<file path="config.mk">
export PLATFORM = sky130hd
export DESIGN_NAME = sigma_delta_cic_decimator
export DESIGN_NICKNAME = d
export VERILOG_FILES = /design/src/rtl/sigma_delta_cic_decimator.sv
export SDC_FILE = /design/constraint.sdc
export NUM_CORES = 1
export LEC_CHECK = 0
export CAP_MARGIN = 15
export CORE_MARGIN = 4
export CORE_UTILIZATION = 29
export CTS_BUF_LIST = sky130_fd_sc_hd__clkbuf_2 sky130_fd_sc_hd__clkbuf_4 sky130_fd_sc_hd__clkbuf_8
export CTS_CLUSTER_DIAMETER = 30
export CTS_CLUSTER_SIZE = 14
export DETAILED_ROUTE_END_ITERATION = 10
export GPL_TIMING_DRIVEN = 0
export PLACE_DENSITY = 0.44
export SLEW_MARGIN = 20
export SYNTH_ARGS = -nofsm -noshare
export SYNTH_HDL_FRONTEND = slang
export SYNTH_SLANG_ARGS = --single-unit
</file>
<file path="constraint.sdc">
create_clock -name clk -period 5.95 [get_ports clk]
set_clock_uncertainty 0.05 [all_clocks]
set_input_delay 1.785 -clock clk [delete_from_list [all_inputs] [get_ports clk]]
set_output_delay 1.785 -clock clk [all_outputs]
set_load 0.005 [all_outputs]
</file>
<file path="src/rtl/sigma_delta_cic_decimator.sv">
// CIC decimator for the sigma-delta receive path: offset-binary code in, signed
// full-precision samples out at 1/OSR of the enabled rate over valid/ready.
module sigma_delta_cic_decimator #(
  parameter int IN_WIDTH = 1,   // 1..8
  parameter int OSR      = 32,  // power of two, 2..256
  parameter int ORDER    = 3    // 1..4
) (
  input  logic                                clk,
  input  logic                                rstN,
  input  logic                                en,
  input  logic [IN_WIDTH-1:0]                 in,
  output logic [IN_WIDTH+ORDER*$clog2(OSR):0] outData,
  output logic                                outValid,
  input  logic                                outReady,
  output logic                                overrun,
  input  logic                                clrOverrun
);
  localparam int CW        = $clog2(OSR);
  localparam int OUT_WIDTH = IN_WIDTH + 1 + ORDER*CW;
  localparam logic [CW-1:0]     CNT_LAST = CW'(OSR - 1);
  localparam logic [IN_WIDTH:0] CODE_MID = (IN_WIDTH+1)'((1 << IN_WIDTH) - 1);

  logic [IN_WIDTH:0]    v_s;
  logic [OUT_WIDTH-1:0] v_ext;
  logic [CW-1:0]        cnt_q, cnt_d;
  logic                 strobe;
  logic [OUT_WIDTH-1:0] comb_out;

  // 2*in - (2^W - 1): symmetric signed level, never wraps in W+1 bits
  assign v_s    = {in, 1'b0} - CODE_MID;
  assign v_ext  = {{(ORDER*CW){v_s[IN_WIDTH]}}, v_s};
  assign cnt_d  = cnt_q + CW'(1);
  assign strobe = en && (cnt_q == CNT_LAST);

  always_ff @(posedge clk) begin
    if (!rstN)   cnt_q <= '0;
    else if (en) cnt_q <= cnt_d;
  end

  // Integrators wrap modulo 2^OUT_WIDTH; the comb differences undo the wrap.
  for (genvar g = 0; g < ORDER; g++) begin : g_stage
    logic [OUT_WIDTH-1:0] integ_q, integ_d, dly_q, c_in, c_out;
    if (g == 0) begin : g_head
      assign integ_d = integ_q + v_ext;
      assign c_in    = g_stage[ORDER-1].integ_q;
    end else begin : g_tail
      assign integ_d = integ_q + g_stage[g-1].integ_q;
      assign c_in    = g_stage[g-1].c_out;
    end
    assign c_out = c_in - dly_q;

    always_ff @(posedge clk) begin
      if (!rstN) begin
        integ_q <= '0;
        dly_q   <= '0;
      end else begin
        if (en)     integ_q <= integ_d;
        if (strobe) dly_q   <= c_in;
      end
    end
  end

  assign comb_out = g_stage[ORDER-1].c_out;

  logic [OUT_WIDTH-1:0] data_q, data_d;
  logic                 vld_q, vld_d, ovr_q, ovr_d;

  // Clear is applied first so a coincident overrun event wins.
  always_comb begin
    data_d = data_q;
    vld_d  = vld_q;
    ovr_d  = ovr_q;
    if (clrOverrun) ovr_d = 1'b0;
    if (strobe) begin
      data_d = comb_out;
      vld_d  = 1'b1;
      if (vld_q && !outReady) ovr_d = 1'b1;
    end else if (vld_q && outReady) begin
      vld_d = 1'b0;
    end
  end

  always_ff @(posedge clk) begin
    if (!rstN) begin
      data_q <= '0;
      vld_q  <= 1'b0;
      ovr_q  <= 1'b0;
    end else begin
      data_q <= data_d;
      vld_q  <= vld_d;
      ovr_q  <= ovr_d;
    end
  end

  assign outData  = data_q;
  assign outValid = vld_q;
  assign overrun  = ovr_q;
endmodule

</file>
# Yosys cells after proc, flatten, opt, wreduce, memory -nomap -nowiden
# Cells that the tools add are included.
totals:
  register_bits: 126
  word_cells: 29
classes:
  reduce_logical: 5
  n_mux: 5
  eq_ne: 1
  n_addsub: 8
op_table:
  columns: ["operator", "count"]
  rows:
  - ["adder 17 bit", 3]
  - ["subtractor 17 bit", 3]
  - ["adder 5 x 1 -> 5 bit, second input constant", 1]
  - ["== test 5 bit, second input constant", 1]
  - ["2-to-1 mux 1 bit", 5]
  - ["logical AND 1 bit", 3]
  - ["nonzero test 2 bit", 1]
  - ["subtractor 2 x 1 -> 2 bit, second input constant", 1]
  - ["logical NOT 1 bit", 1]

# Longest topological paths before layout
depth:
  ltp_word: 4
  depth_mapped: 26
  mapped_depth_nobuf: 26

# Least setup slack after synthesis
# OpenSTA, ideal clock, no wires.
synth_timing:
  path_type: "register to register"
  from: "register g_stage[2].integ_q[0]"
  to: "register data_q[16] (netlist: outData[16])"
  synth_period_minus_slack_ns: 4.745
  path_buffers: 0
  setup_slack_ns: 1.205
  stages_incl_launch_ff: 25
  setup_time_ns: 0.086
  t_arrival_ns: 4.610
  cell_sequence: "dfxtp_1 -> inv_1 -> ha_1 -> inv_1 -> fa_1 -> a211oi_1 -> o21bai_1 -> a21oi_1 -> xnor2_1 -> ha_1 -> nor3_1 -> nand2_2 -> or3_1 -> a31o_1 -> a21o_1 -> a31oi_1 -> xnor2_1 -> ha_1 -> a21o_1 -> a221oi_1 -> o21ai_0 -> xor2_1 -> mux2i_1 -> nor2_1 -> a211oi_1"
synth_between:
  elab_chain_len: 3
synth_lines:
  columns: ["item", "line", "source"]
  rows:
  - ["from (decl)", "42", "logic [OUT_WIDTH-1:0] integ_q, integ_d, dly_q, c_in, c_out;"]
  - ["from (signal assigned)", "57", "if (en) integ_q <= integ_d;"]
  - ["subtractor 17 bit", "50", "assign c_out = c_in - dly_q;"]
  - ["net g_stage[0].c_out[6]", "42", null]
  - ["subtractor 17 bit", "50", null]
  - ["net g_stage[1].c_out[13]", "42", null]
  - ["subtractor 17 bit", "50", null]
  - ["to (signal assigned)", "89", "data_q <= data_d;"]
  - ["to (decl)", "65", "logic [OUT_WIDTH-1:0] data_q, data_d;"]
# The timed path passes the listed nets, and every way through them passes these cells.
# A chain may end at the register's enable or synchronous reset.

# Worst setup path in the final report
# Same ends and word-level chain as after synthesis.

==> impl_metrics.py <==
metrics = {
    "cts": {
        "cts_tree": "done",
        "clk_pin_slew_ns": 0.09,
        "clkLatencyLatePin_ns": 0.45,
        "clock_sinks": 126,
        "post_cts_buffers": 0,
        "cts_hold_buffers": 0,
        "cts_buffer_depth": 2,
        "post_cts_resize_count": 0,
        "cts-root-buf": "clkbuf_8",
        "htreeDepth": 4,
        "numCtsBuffers": 17,
    },
    "detailed_routing": {
        "drtPass1Iterations": 7,
        "drt-initial-drc-count": 289,
        "wl_per_cell_um": 15.3,
        "vias": 7512,
        "routed_via_density": 4.78,
        "final_antenna_net_count": 0,
        "remaining_drc_errors": 0,
        "wirelength_um": 24100,
    },
    "critical_path": {
        "r2r_cells": 24,
        "cp_max_fo": 4,
        "critPathTopFamily": "compound AO/OA/AOI/OAI gates",
        "reg2reg_slack_ns": 0.50,
        "reg2reg_to": "outData[16]",
        "endpoint_kind": "flip-flop",
        "rr_startpoint": "g_stage[0].c_in[0]",
        "crit_type": "flip-flop to flip-flop",
        "cp_slowest_stage_delay_ns": 0.41,
        "critPathRequiredTime_ns": 6.28,
        "crit_path_top_delay_cell": "fa_1",
        "critical_path_buf_inv_count": 2,
        "crit_path_frequent_cell": "ha_1",
        "cp.arrival_ns": 5.78,
        "path_cells": "inv_1, ha_1, inv_1, fa_1, a211oi_1, o21bai_1, a21oi_1, xnor2_1, ha_1, nor3_1, nand2_2, or3_1, a31o_1, a21o_1, a31oi_1, xnor2_1, ha_1, a21o_1, a221oi_1, o21ai_0, xor2_1, mux2i_1, nor2_1, a211oi_1",
        "setup.worst_path.start_class": "flip-flop",
    },
    "final_layout": {
        "final_nets": 1272,
        "antennaDiodeCount": 0,
        "area_delta_synth_final_pct": 12.8,
        "drive_gt1_share_pct": 4.42,
    },
    "floorplanning": {
        "start_util_pct": 29.5,
        "die_x_um": 184,
        "core_area_mm2": 0.0306,
        "dieArea_mm2": 0.0339,
        "rows": 64,
        "die_y_um": 184,
        "ios": 25,
    },
    "sta": {
        "holdWs_ns": 0.402,
        "slew_headroom_pct": 37.9,
        "finalMaxSlewViolations": 0,
        "worst_slack_ns": 0.500,
        "period_minus_slack_ns": 5.45,
        "finalSetupTns_ns": 0,
        "rsz0062_at_grt": "no",
        "worst_pin_slew_ns": 0.932,
        "hold_viol_final": 0,
        "fin_crit_sh_pct": 91.6,
        "fmax_mhz": 183,
        "setup_viol": 0,
    },
    "global_route": {
        "grt_pass1_vias": 7380,
        "grt_start_max_net_pins": 18,
        "grt.overflow.total": 0,
        "antenna_found_initial": 1,
        "grt_pass1_wl_um": 39500,
        "grt_use_total_pct": 14.6,
    },
    "hold_path": {
        "whs_path_depth": 2,
        "hp-start": "outData[3]",
        "holdCritPathClass": "flip-flop to flip-flop",
        "worstHoldEndpoint": "outData[3]",
    },
    "placed_design": {
        "place.gp.congestion": 0.816,
        "numPortBuffers": 23,
        "detailedPlace.worstSlack_ns": 0.487,
        "dp_hpwl_um": 18700,
    },
    "synthesis": {
        "syn-num-nets": 1230,
        "synth_most_common_cell": "dfxtp_1",
        "syn_area_mm2": 0.00901,
        "synth_edf_count": 0,
        "synth_cell_type_count": 71,
        "syn_area_per_cell_um2": 8.04,
        "yosys-top-cells-area": "dfxtp_1 28%, ha_1 13%, a21oi_1 5.8%, xnor2_1 5.3%, nand2_1 4.7%",
        "ys_dominant_reg_cell": "dfxtp_1",
        "ys_ff_latch": 126,
        "async_flop_share_pct": 0,
        "ys_top_cells_by_count": "126 x dfxtp_1, 112 x nand2_1, 111 x nor2_1",
        "synth_top_cell_by_area": "dfxtp_1",
        "ys_warn_count": 0,
        "ys_seq_area_share_pct": 28.0,
        "synth_top_area_share_pct": 28.0,
        "synth_cells": 1121,
    },
    "power": {
        "ir_drop_mv": 0.238,
        "powerDensity_mw_per_mm2": 415,
        "leakagePower_nw": 4.05,
    },
    "status": {
        "status": "complete, no violations",
    },
    "flow_run": {
        "drv_cap": 0,
    },
}
-- cell families after synthesis --
family	count (synthesis)	synth area share [%]
xor+xnor	80	7.78
flops	126	28.0
mux	37	4.13
simple gates	352	18.1
buf+inv	122	5.78
fa+ha+maj	103	14.8
compound gates	301	21.4
-- cell usage in the layout, fill, tap and decap left out, types with 3 or more instances in the layout --
cell type        count
dfxtp_1            125
nand2_1            112
nor2_1             111
a21oi_1            104
ha_1                97
inv_1               78
xnor2_1             54
o21ai_0             36
a21o_1              36
mux2i_1             36
clkbuf_1            31
nand3_1             27
xor2_1              26
nor3_1              26
a211oi_1            25
clkbuf_8            24
clkdlybuf4s50_1     23
o21a_1              19
nand3b_1            15
o211ai_1            14
o21bai_1            13
a31oi_1             13
nor2b_1             12
nand4_1             11
o21ai_1              9
and3_1               8
nand4b_1             6
fa_1                 6
or3_1                5
and2_1               5
nand2b_1             4
buf_1                4
clkinvlp_4           4
a221oi_1             3
bufinv_16            3
clkinv_2             3
-- worst reg2reg max path, cell delays in order (launching register included) --
cell and delay, ns:
dfxtp_1 0.34, inv_1 0.07, ha_1 0.15, inv_1 0.05, fa_1 0.41, a211oi_1 0.34, o21bai_1 0.13, a21oi_1 0.21
xnor2_1 0.13, ha_1 0.23, nor3_1 0.31, nand2_2 0.07, or3_1 0.36, a31o_1 0.23, a21o_1 0.21, a31oi_1 0.20
xnor2_1 0.18, ha_1 0.32, a21o_1 0.21, a221oi_1 0.35, o21ai_0 0.15, xor2_1 0.15, mux2i_1 0.19, nor2_1 0.06
a211oi_1 0.26
-- final cells by class --
cell class | count | area, µm²
fill | 3336 | 20400
multi-input combinational | 873 | 5970
sequential | 126 | 2520
tap | 396 | 495
inverter | 79 | 297
clock buffer | 19 | 262
timing repair buffer | 23 | 230
buffer | 43 | 224
clock inverter | 13 | 161
-- where the power goes --
group	total, mW	internal, mW	switching (mW)	leakage [nW]
Combinational	2.46	1.08	1.38	2.82
Clock	0.813	0.437	0.375	0.205
Sequential	0.944	0.892	0.0524	1.02
Total	4.22	2.41	1.81	4.05
-- through the flow --
stage / std cells / cell area, µm² / power [mW] / utilization (%)
2_1_floorplan: 1121 / 9010 / 2.92 / -
3_3_place_gp: 1540 / 9730 / 3.40 / 31.8
3_5_place_dp: 1540 / 9730 / 3.40 / 31.8
4_1_cts: 1572 / 10200 / 4.23 / 33.2
5_1_grt: 1572 / 10200 / 4.60 / 33.2
6_report: 1572 / 10200 / 4.22 / 33.2
-- routing by layer --
metal | share of wire [%] | vias up | routed length, µm | track usage, %
met4 | 0.68 | 0 | 164 | 2.48
met3 | 2.3 | 11 | 559 | 2.55
met5 | 0 | - | 0 | 0
met2 | 48 | 71 | 11700 | 25.6
li1 | - | 4058 | - | -
met1 | 49 | 3372 | 11700 | 19.2
-- flip-flops by register name, summed over array words and instances (netlist names) --
| register | flops |
|---|---|
| g_stage.dly_q | 51 |
| g_stage.integ_q | 34 |
| cnt_q | 5 |
| g_stage.c_in | 17 |
| overrun | 1 |
| outData | 17 |
| outValid | 1 |
-- worst max-delay path by stage --
stage / to / cells past startpoint / slack [ns] / from
3_5_place_dp: outData[16] / 23 / 0.49 / g_stage[0].c_in[1]
4_1_cts: outData[16] / 23 / 0.43 / g_stage[0].c_in[1]
5_1_grt: outData[16] / 25 / 0.01 / g_stage[0].c_in[0]
3_3_place_gp: outData[16] / 23 / 0.51 / g_stage[0].c_in[1]
2_1_floorplan: outData[16] / 24 / 1.20 / g_stage[0].c_in[0]
6_report: outData[16] / 24 / 0.50 / g_stage[0].c_in[0]
No activity file was read; power rests on OpenSTA's default activity.
